File: config.mk
export PLATFORM = sky130hd
export DESIGN_NAME = serial_subtractor_flat
export DESIGN_NICKNAME = d
export VERILOG_FILES = /design/src/rtl/serial_subtractor_pkg.sv /design/src/rtl/serial_subtractor_if.sv /design/src/rtl/serial_subtractor_full_subtractor.sv /design/src/rtl/serial_subtractor.sv /design/src/flat_wrapper.sv
export SDC_FILE = /design/constraint.sdc
export NUM_CORES = 1
export LEC_CHECK = 0
export ABC_CLOCK_PERIOD_IN_PS = 4200
export CAP_MARGIN = 0
export CORE_MARGIN = 2
export CORE_UTILIZATION = 55
export CTS_BUF_LIST = sky130_fd_sc_hd__clkbuf_4
export DETAILED_ROUTE_END_ITERATION = 6
export GPL_ROUTABILITY_DRIVEN = 0
export PLACE_DENSITY = 0.84
export SYNTH_ARGS = -nofsm -noshare
export SYNTH_HDL_FRONTEND = slang
export SYNTH_SLANG_ARGS = --single-unit
File: constraint.sdc
create_clock -name clk -period 4.2 [get_ports clk]
set_input_delay 0.63 -clock clk [delete_from_list [all_inputs] [get_ports clk]]
set_output_delay 0.63 -clock clk [all_outputs]
set_load 0.05 [all_outputs]
File: src/rtl/serial_subtractor_pkg.sv
// Shared types and constants for the bit-serial subtractor.
// Holds the FSM state encoding and the default operand width.
package serial_subtractor_pkg;

  localparam int DEF_WIDTH = 8;

  typedef enum logic [1:0] {
    IDLE = 2'd0,
    RUN  = 2'd1,
    DONE = 2'd2
  } state_t;

endpackage

File: src/rtl/serial_subtractor_if.sv
// Request/result bundle of the serial subtractor.
// master: start, a, b, bin out; busy, done, diff, bout in. slave: reverse.
interface serial_subtractor_if
  import serial_subtractor_pkg::*;
#(
  parameter int WIDTH = DEF_WIDTH
);

  logic             start;
  logic [WIDTH-1:0] a;
  logic [WIDTH-1:0] b;
  logic             bin;
  logic             busy;
  logic             done;
  logic [WIDTH-1:0] diff;
  logic             bout;

  modport master (
    output start, a, b, bin,
    input  busy, done, diff, bout
  );

  modport slave (
    input  start, a, b, bin,
    output busy, done, diff, bout
  );

endinterface

File: src/rtl/serial_subtractor_full_subtractor.sv
// One-bit combinational full subtractor cell.
// Ports: a, b, bin in; diff = a-b-bin bit, bout = borrow out.
module full_subtractor (
  input  logic a,
  input  logic b,
  input  logic bin,
  output logic diff,
  output logic bout
);

  assign diff = a ^ b ^ bin;
  assign bout = (~a & b) | (~(a ^ b) & bin);

endmodule

File: src/rtl/serial_subtractor.sv
// Bit-serial subtractor: diff = a - b - bin, one bit per clock, LSB first.
// Ports: clk, rst (sync, active-high), bus (slave side of the bundle).
module serial_subtractor
  import serial_subtractor_pkg::*;
#(
  parameter int WIDTH = DEF_WIDTH
) (
  input logic                clk,
  input logic                rst,
  serial_subtractor_if.slave bus
);

  localparam int CW = $clog2(WIDTH + 1);
  localparam logic [CW-1:0] LAST = CW'(WIDTH - 1);

  state_t           state;
  state_t           state_nxt;
  logic [CW-1:0]    cnt;
  logic [WIDTH-1:0] a_sh;
  logic [WIDTH-1:0] b_sh;
  logic [WIDTH-1:0] diff_q;
  logic [WIDTH-1:0] diff_nxt;
  logic             br;
  logic             bout_q;
  logic             d;
  logic             br_nxt;
  logic             last;

  full_subtractor u_cell (
    .a    (a_sh[0]),
    .b    (b_sh[0]),
    .bin  (br),
    .diff (d),
    .bout (br_nxt)
  );

  assign last = (cnt == LAST);

  always_ff @(posedge clk) begin
    if (rst) state <= IDLE;
    else     state <= state_nxt;
  end

  always_comb begin
    state_nxt = state;
    unique case (state)
      IDLE:    if (bus.start) state_nxt = RUN;
      RUN:     if (last)      state_nxt = DONE;
      DONE:    state_nxt = IDLE;
      default: state_nxt = IDLE;
    endcase
  end

  // Write the current bit at position cnt; other bits keep their value.
  always_comb begin
    diff_nxt = diff_q;
    for (int i = 0; i < WIDTH; i++) begin
      if (cnt == CW'(i)) diff_nxt[i] = d;
    end
  end

  always_ff @(posedge clk) begin
    if (rst) begin
      cnt    <= '0;
      a_sh   <= '0;
      b_sh   <= '0;
      br     <= 1'b0;
      diff_q <= '0;
      bout_q <= 1'b0;
    end else begin
      unique case (state)
        IDLE: begin
          if (bus.start) begin
            a_sh   <= bus.a;
            b_sh   <= bus.b;
            br     <= bus.bin;
            diff_q <= '0;
            cnt    <= '0;
          end
        end
        RUN: begin
          a_sh   <= a_sh >> 1;
          b_sh   <= b_sh >> 1;
          br     <= br_nxt;
          diff_q <= diff_nxt;
          cnt    <= cnt + 1'b1;
          if (last) bout_q <= br_nxt;
        end
        default: ;
      endcase
    end
  end

  assign bus.busy = (state == RUN) || (state == DONE);
  assign bus.done = (state == DONE);
  assign bus.diff = diff_q;
  assign bus.bout = bout_q;

endmodule

File: src/flat_wrapper.sv
// flat-port wrapper written by rule: the top's interface ports become plain ports
module serial_subtractor_flat import serial_subtractor_pkg::*;
#(
  parameter int WIDTH = DEF_WIDTH
)
  (clk, rst, bus_start, bus_a, bus_b, bus_bin, bus_busy, bus_done, bus_diff, bus_bout);
  serial_subtractor_if #(.WIDTH(WIDTH)) bus_i ();
  input logic clk;
  input logic rst;
  input wire logic [$bits(bus_i.start)-1:0] bus_start;
  input wire logic [$bits(bus_i.a)-1:0] bus_a;
  input wire logic [$bits(bus_i.b)-1:0] bus_b;
  input wire logic [$bits(bus_i.bin)-1:0] bus_bin;
  output wire logic [$bits(bus_i.busy)-1:0] bus_busy;
  output wire logic [$bits(bus_i.done)-1:0] bus_done;
  output wire logic [$bits(bus_i.diff)-1:0] bus_diff;
  output wire logic [$bits(bus_i.bout)-1:0] bus_bout;
  assign bus_i.start = bus_start;
  assign bus_i.a = bus_a;
  assign bus_i.b = bus_b;
  assign bus_i.bin = bus_bin;
  assign bus_busy = bus_i.busy;
  assign bus_done = bus_i.done;
  assign bus_diff = bus_i.diff;
  assign bus_bout = bus_i.bout;
  serial_subtractor #(.WIDTH(WIDTH)) u_core (.clk(clk), .rst(rst), .bus(bus_i));
endmodule
### After elaboration in Yosys (flattened, before gate mapping)

Cells that the tools add are included.

* reductions and logical operators: 15
* equal/unequal tests: 18
* add/sub/neg operators: 1
* multiplexer cells: 21
* bitwise logic cells: 7

Operators by type and width (count)
* $pmux W8 S2: 3
* $mux W8: 3
* $reduce_and A3 Y1: 8
* $eq A4 B3 Y1 const B: 4
* $ne A2 B1 Y1 const B: 8
* $mux W1: 9
* $eq A4 B2 Y1 const B: 2
* $pmux W4 S2: 1
* $reduce_and A2 Y1: 3
* $add A4 B1 Y4 const B: 1
* $eq A4 B1 Y1 const B: 1
* $logic_not A4 Y1: 1
* $mux W2: 2
* $mux W4: 1
* $pmux W2 S2: 1
* $and A1 B1 Y1: 2
* $eq A2 B1 Y1 const B: 1
* $eq A2 B2 Y1 const B: 1
* $logic_not A2 Y1: 1
* $ne A2 B2 Y1 const B: 1
* $not A1 Y1: 2
* $pmux W1 S2: 1
* $reduce_bool A2 Y1: 1
* $xor A1 B1 Y1: 2
* other kinds (2): 2

* register bits: 32
* input port bits: 20
* output and inout bits: 11

### Longest topological paths before layout

Gate-level depths: netlist of the first run.

* word-level depth: 5
* gate-level depth with buffers: 7

### Modules after synthesis

Synthesis of the first run repeated with hierarchy kept, for this count alone.

* cells, all modules: 174
* area total of the unflattened synthesis: 1640.3 sq um

Modules (own cells, without submodules)
* serial_subtractor: sequential area each 640.6 sq um, area an instance 1609.0 sq um, instances 1, cells an instance 170
* full_subtractor: sequential area each 0.0 sq um, area an instance 31.3 sq um, instances 1, cells an instance 4

### Worst setup path after synthesis of the first run

OpenSTA, ideal clock, no wires.

* path type: flip-flop to output port
* start: register u_core.state[0]
* end: output bus_busy
* stages on the path, launching flop included: 3
* arrival: 0.945 ns
* setup slack: 2.625 ns
* data required time: 3.570 ns
* cells stage by stage: dfxtp_1 inv_1 ha_1

* word-level cells in the longest chain between the ends: 2

Ends and longest elaborated chain
* start, declared: RTL line serial_subtractor.sv:16 `state_t state;`
* start signal, assigned: RTL line serial_subtractor.sv:41 `else state <= state_nxt;`
* $eq A2 B1 Y1 or $eq A2 B2 Y1 (tied branches): RTL line serial_subtractor.sv:94 `assign bus.busy = (state == RUN) || (state == DONE);`
* $logic_or A1 B1 Y1 *: RTL line serial_subtractor.sv:94
* end, declared: RTL line flat_wrapper.sv:14 `output wire logic [$bits(bus_i.busy)-1:0] bus_busy;`

Every way passes the cells marked *; elsewhere a longest branch is shown, timed or not.

### Worst setup path in the final report of the first run

Ends and elaborated chain as after synthesis.

==> impl_metrics.yaml, run 1 <==
clock_network:
  cts_max_level: 2
  clk_pin_slew_ns: 0.09
  post_cts_buffers: 0
  cts_hold_buf: 0
  cts_root_buf: "clkbuf_4"
  cts_tree: "yes"
  cts_resized: 0
  cts_buffer_depth: 2
  cts_sinks: 32
  clk_latency_ns: 0.32
  numCtsBuffers: 5
cells_and_area:
  postLayoutCellArea_sq_um: 1940
  register_area_sq_um: 641
  utilization_pct: 69.7
  antenna_cells: 0
  drive_gt1_share_pct: 5.64
  multi_input_comb_area_sq_um: 888
  fill_cells: 228
  areaGrowthSynthToFinish_pct: 18.4
  nets: 226
power_and_ir_drop:
  power_density_nw_per_um2: 440
  power_uw: 853
  internal-power_uw: 543
  netSwitchingFraction_pct: 36.4
  power_frac_comb_pct: 38.1
  p_leak_uw: 0.000767
  seqPwrFrac_pct: 44.5
  clkPwrFrac_pct: 17.3
  ir_drop_uv: 344
  power_switching_uw: 310
yosys:
  synthCells: 171
  synth_top_flop_cell: "dfxtp_1"
  syn_avg_cell_area_sq_um: 9.58
  async_flop_share_pct: 0
  synth_largest_area_cell: "dfxtp_1"
  synth_top_area_share_pct: 39.1
  synth_area_sq_um: 1640
  synthTopCellsByArea: "dfxtp_1 39%, mux2i_1 15%, a211oi_1 7.3%"
  synth-warning-count: 0
  yosysUniqueCellTypes: 30
  ys_ff_latch: 32
  syn_nets: 200
  synth-edff-count: 0
  ys_seq_area_share_pct: 39.1
global_routing:
  grtUsageTotal_pct: 21.2
  first_global_vias: 1265
  grt-ovfl-total: 0
  grt_pass1_wl_mm: 5.55
  grt_antenna_before_repair: 0
  grt_start_max_net_pins: 44
placed_design:
  placed_cell_area_sq_um: 1900
  hpwl_mm: 2.28
  numPortBuffers: 30
setup_path:
  startpoint_type: "flop"
  cp_max_fo: 3
  arrival_ns: 1.86
  ff2ff_setup_slack_ns: 1.97
  setup.worst_path.class: "flop to primary output"
  required_ns: 3.57
  rr_worst_depth: 6
  cp-end-kind: "primary output"
floorplanning:
  dieArea_sq_um: 3430
  die_h_um: 58.6
  core_area_sq_um: 2780
  start_util_pct: 58.9
  die_w_um: 58.6
  io_pins: 31
  floorplan.rows: 19
sta:
  relSlewSlack_pct: 17.4
  hold_violations: 0
  setup_violations: 0
  setup_tns_ns: 0
  rsz0062_at_grt: "false"
  skew_ns: 0.00716
  final-max-slew-violation-count: 0
  fin_crit_ns: 2.49
  fmax_ghz: 0.402
  worst_pin_slew_ns: 1.24
  fin_crit_sh_pct: 59.3
job:
  drv_cap: 0
drt:
  first_pass_iters: 4
  routed-wl-met2_mm: 1.64
  routed_wl_mm: 3.23
  dr.first_iter.drc_count: 31
  wl_met3_um: 129
  wl_met1_mm: 1.42
  routed.top_layer: "met4"
  drc: 0
  post_drt_wl_per_cell_um: 14.3
  via_per_inst: 5.69
  num_vias: 1287
  ant_nets: 0
outcome:
  status: "completed"
hold_path:
  worst_hold_path_type: "flop to flop"
  hold_path_depth: 2
## worst max-delay path: stages (launching register included)
cell and delay [ns]:
dfxtp_1 0.37, inv_1 0.09, ha_1 0.29, clkdlybuf4s50_1 0.79
## sequential cells by signal, summed over array words and instances (netlist names)
register	cells
u_core.state	2
u_core.bus.diff	8
u_core.bus.bout	1
u_core.cnt	4
u_core.b_sh	8
u_core.a_sh	8
u_core.br	1
## cell families (layout without fill, tap and decap cells)
family	after synthesis	after routing	share of synthesized area, %
AO/OA/AOI/OAI	27	27	12.1
adder cells (fa/ha/maj)	9	9	7.33
buffers and inverters	19	43	6.65
flip-flops	32	32	39.1
multiplexers	25	25	15.6
AND/OR/NAND/NOR	59	59	19.2
## cells in the final DEF, fill, tap and decap left out, drive strengths merged
master,synthesis,routed
fa,1,1
o32a,1,1
nor2b,4,4
nand3b,9,9
buf,7,1
o41ai,1,1
mux2i,24,24
nor2,17,17
a221oi,1,1
ha,8,8
o32ai,1,1
or2,1,1
nand3,11,11
inv,7,7
o21ai,1,1
dfxtp,32,32
a211oi,16,16
clkbuf,5,5
and3,1,1
clkdlybuf4s50,0,30
and4b,1,1
and3b,1,1
mux2,1,1
a21oi,6,6
nand2b,6,6
nand2,8,8
## through the flow
stage               hold slack, ns  cells  setup slack, ns
floorplan                    0.432    171             2.62
global placement             0.443    221             1.64
detailed placement           0.453    221             1.54
CTS                          0.475    226             1.70
global route                 0.493    226             1.63
finish                       0.466    226             1.71
## cell usage after synthesis, types with 2 or more instances
cell and number:
nand2b_1 6, dfxtp_1 32, clkbuf_1 4, a211oi_1 16, mux2i_1 24, a21oi_1 6
nand3_1 11, nor2b_1 4, buf_2 2, ha_1 8, inv_1 6, buf_6 4
nand2_1 8, nor2_1 17, nand3b_1 8
## routing by layer
layer  up-vias  global-route usage, %
met2        30                   34.3
met5         -                      0
met1       596                   25.7
met3         5                   7.03
met4         0                   9.42
li1        656                      -
## cell type report
| class | instances | share of cell area (%) |
|---|---|---|
| timing repair buffer | 31 | 15.9 |
| multi-input combinational | 120 | 45.8 |
| sequential | 32 | 33.0 |
| tap | 31 | 2.00 |
| inverter | 7 | 1.35 |
| clock buffer | 5 | 1.94 |
## final timing paths
kind / end / from
worst max-delay path: bus_busy / u_core.state[0]$_SDFFE_PP0P_
worst min-delay path: u_core.a_sh[7]$_SDFFE_PP0P_ / u_core.a_sh[7]$_SDFFE_PP0P_
worst max register to register: u_core.cnt[3]$_SDFFE_PP0P_ / u_core.state[1]$_SDFFE_PP0P_
worst min register to register: u_core.a_sh[7]$_SDFFE_PP0P_ / u_core.a_sh[7]$_SDFFE_PP0P_
## power by group through the flow
stage | sequential (uW) | clock [uW] | combinational (uW)
floorplan | 383 | 0 | 270
global placement | 383 | 0 | 311
detailed placement | 387 | 0 | 326
CTS | 380 | 151 | 329
global route | 385 | 166 | 363
finish | 380 | 148 | 325
No activity file was read; power rests on OpenSTA's default activity.
==> run 2: changes to the inputs <==
--- a/config.mk
+++ b/config.mk
@@ -5,14 +5,14 @@
 export SDC_FILE = /design/constraint.sdc
 export NUM_CORES = 1
 export LEC_CHECK = 0
-export ABC_CLOCK_PERIOD_IN_PS = 4200
+export ABC_CLOCK_PERIOD_IN_PS = 2600
 export CAP_MARGIN = 0
 export CORE_MARGIN = 2
-export CORE_UTILIZATION = 55
+export CORE_UTILIZATION = 53
 export CTS_BUF_LIST = sky130_fd_sc_hd__clkbuf_4
 export DETAILED_ROUTE_END_ITERATION = 6
 export GPL_ROUTABILITY_DRIVEN = 0
-export PLACE_DENSITY = 0.84
+export PLACE_DENSITY = 0.81
 export SYNTH_ARGS = -nofsm -noshare
 export SYNTH_HDL_FRONTEND = slang
 export SYNTH_SLANG_ARGS = --single-unit
==> constraint.sdc (replaced) <==
create_clock -name clk -period 2.6 [get_ports clk]
set_input_delay 0.39 -clock clk [delete_from_list [all_inputs] [get_ports clk]]
set_output_delay 0.39 -clock clk [all_outputs]
set_load 0.05 [all_outputs]
==> impl_metrics.yaml, run 2 (synthesis results as in run 1) <==
global_routing:
  grt_pass1_wl_mm: 5.37
  grt_start_max_net_pins: 44
  grt-ovfl-total: 0
  first_global_vias: 1220
  grtUsageTotal_pct: 20.3
  grt_antenna_before_repair: 0
outcome:
  status: "completed"
clock_network:
  cts_sinks: 32
  cts_max_level: 2
  cts_buffer_depth: 2
  clk_pin_slew_ns: 0.09
  cts_tree: "yes"
  cts_root_buf: "clkbuf_4"
  post_cts_buffers: 0
  cts_resized: 0
  cts_hold_buf: 0
  clk_latency_ns: 0.33
  numCtsBuffers: 5
setup_path:
  rr_endpoint: "u_core.bus.diff[3]$_SDFFE_PP0P_"
  max_stage_delay_ns: 0.79
  startpoint_type: "flop"
  required_ns: 2.21
  worst_path_max_delay_cell: "clkdlybuf4s50_1"
  rr_worst_depth: 6
  arrival_ns: 1.88
  cp_max_fo: 3
  ff2ff_setup_slack_ns: 0.89
  crit_chain: "inv_1 > ha_1 > clkdlybuf4s50_1"
  cp-end-kind: "primary output"
  regToRegStartpoint: "u_core.state[1]$_SDFFE_PP0P_"
  setup.worst_path.class: "flop to primary output"
sta:
  rsz0062_at_grt: "false"
  final-max-slew-violation-count: 0
  worst_pin_slew_ns: 0.498
  fin_crit_sh_pct: 87.1
  relSlewSlack_pct: 66.7
  setup_tns_ns: 0
  setup_violations: 0
  hold_violations: 0
  setup_ws_ns: 0.335
  skew_ns: 0.00924
  fmax_ghz: 0.441
  fin_crit_ns: 2.27
cells_and_area:
  final_cells: 232
  areaGrowthSynthToFinish_pct: 20.2
  register_area_sq_um: 641
  fill_cells: 260
  postLayoutCellArea_sq_um: 1970
  drive_gt1_share_pct: 7.54
  final_common_cell: "dfxtp_1"
  multi_input_comb_area_sq_um: 888
  nets: 228
  layout_common_cells: "32 x dfxtp_1, 30 x clkdlybuf4s50_1, 24 x mux2i_1"
  antenna_cells: 0
drt:
  first_pass_iters: 4
  drc: 0
  post_drt_wl_per_cell_um: 13.5
  via_per_inst: 5.59
  num_vias: 1297
  dr.first_iter.drc_count: 27
  routed_wl_mm: 3.14
  ant_nets: 0
hold_path:
  hold_end: "u_core.b_sh[7]$_SDFFE_PP0P_"
  worst_hold_path_type: "flop to flop"
  hold_path_depth: 2
  hp-start: "u_core.b_sh[7]$_SDFFE_PP0P_"
placed_design:
  dp.cells: 225
  dp_slack_ns: 0.690
  numPortBuffers: 30
  placed_cell_area_sq_um: 1920
  hpwl_mm: 2.30
power_and_ir_drop:
  power_density_nw_per_um2: 709
  ir_drop_uv: 337
  p_leak_uw: 0.000786
floorplanning:
  io_pins: 31
  die_h_um: 59.6
  die_w_um: 59.6
  floorplan.rows: 20
  core_area_sq_um: 3000
  start_util_pct: 54.5
  dieArea_sq_um: 3550
job:
  drv_cap: 0
run 2: cell types whose count changed in the layout (fill, tap and decap cells not counted), sizes merged:
cell,change
clkbuf,+1
buf,+2
clkinv,+1
run 2: final cells by class:
type / count / area share [%]
tap: 33 / 2.10
clock buffer: 6 / 2.29
timing repair buffer: 33 / 16.4
sequential: 32 / 32.5
inverter: 7 / 1.33
clock inverter: 1 / 0.254
multi-input combinational: 120 / 45.1
run 2: power breakdown:
part	leakage (uW)	switching [uW]	internal, uW	total [uW]
combinational	0.000492	299	214	514
clock	0.0000315	158	110	268
sequential	0.000262	47.2	567	615
run 2: how the worst max path moves through the flow:
stage	from	end	slack (ns)	cells past startpoint
finish	u_core.state[0]$_SDFFE_PP0P_	bus_busy	0.33	3
global route	u_core.state[0]$_SDFFE_PP0P_	bus_busy	0.22	3
floorplan	u_core.b_sh[0]$_SDFFE_PP0P_	u_core.bus.diff[0]$_SDFFE_PP0P_	1.11	6
CTS	u_core.state[0]$_SDFFE_PP0P_	bus_busy	0.31	3
global placement	u_core.state[0]$_SDFFE_PP0P_	bus_busy	0.75	3
detailed placement	u_core.state[0]$_SDFFE_PP0P_	bus_busy	0.69	3
run 2: metrics by stage:
| step | power [uW] | hold WS, ns | utilization (%) |
|---|---|---|---|
| 4_1_cts | 1410 | 0.467 | 65.6 |
| 3_3_place_gp | 1110 | 0.444 | 63.9 |
| 5_1_grt | 1500 | 0.503 | 65.6 |
| 2_1_floorplan | 1050 | 0.432 | - |
| 6_report | 1400 | 0.469 | 65.6 |
| 3_5_place_dp | 1140 | 0.452 | 63.9 |
run 2: layer usage:
layer	routed length [um]	track usage, %
met5	0	0
met4	49	7.62
met3	119	6.55
met2	1560	34.7
met1	1410	23.6
run 2: critical path, delay by kind of cell, from the launching register on:
family / cells / cell delay [ns]
buffers and inverters: 2 / 0.88
DFF: 1 / 0.38
adders and majority gates: 1 / 0.28
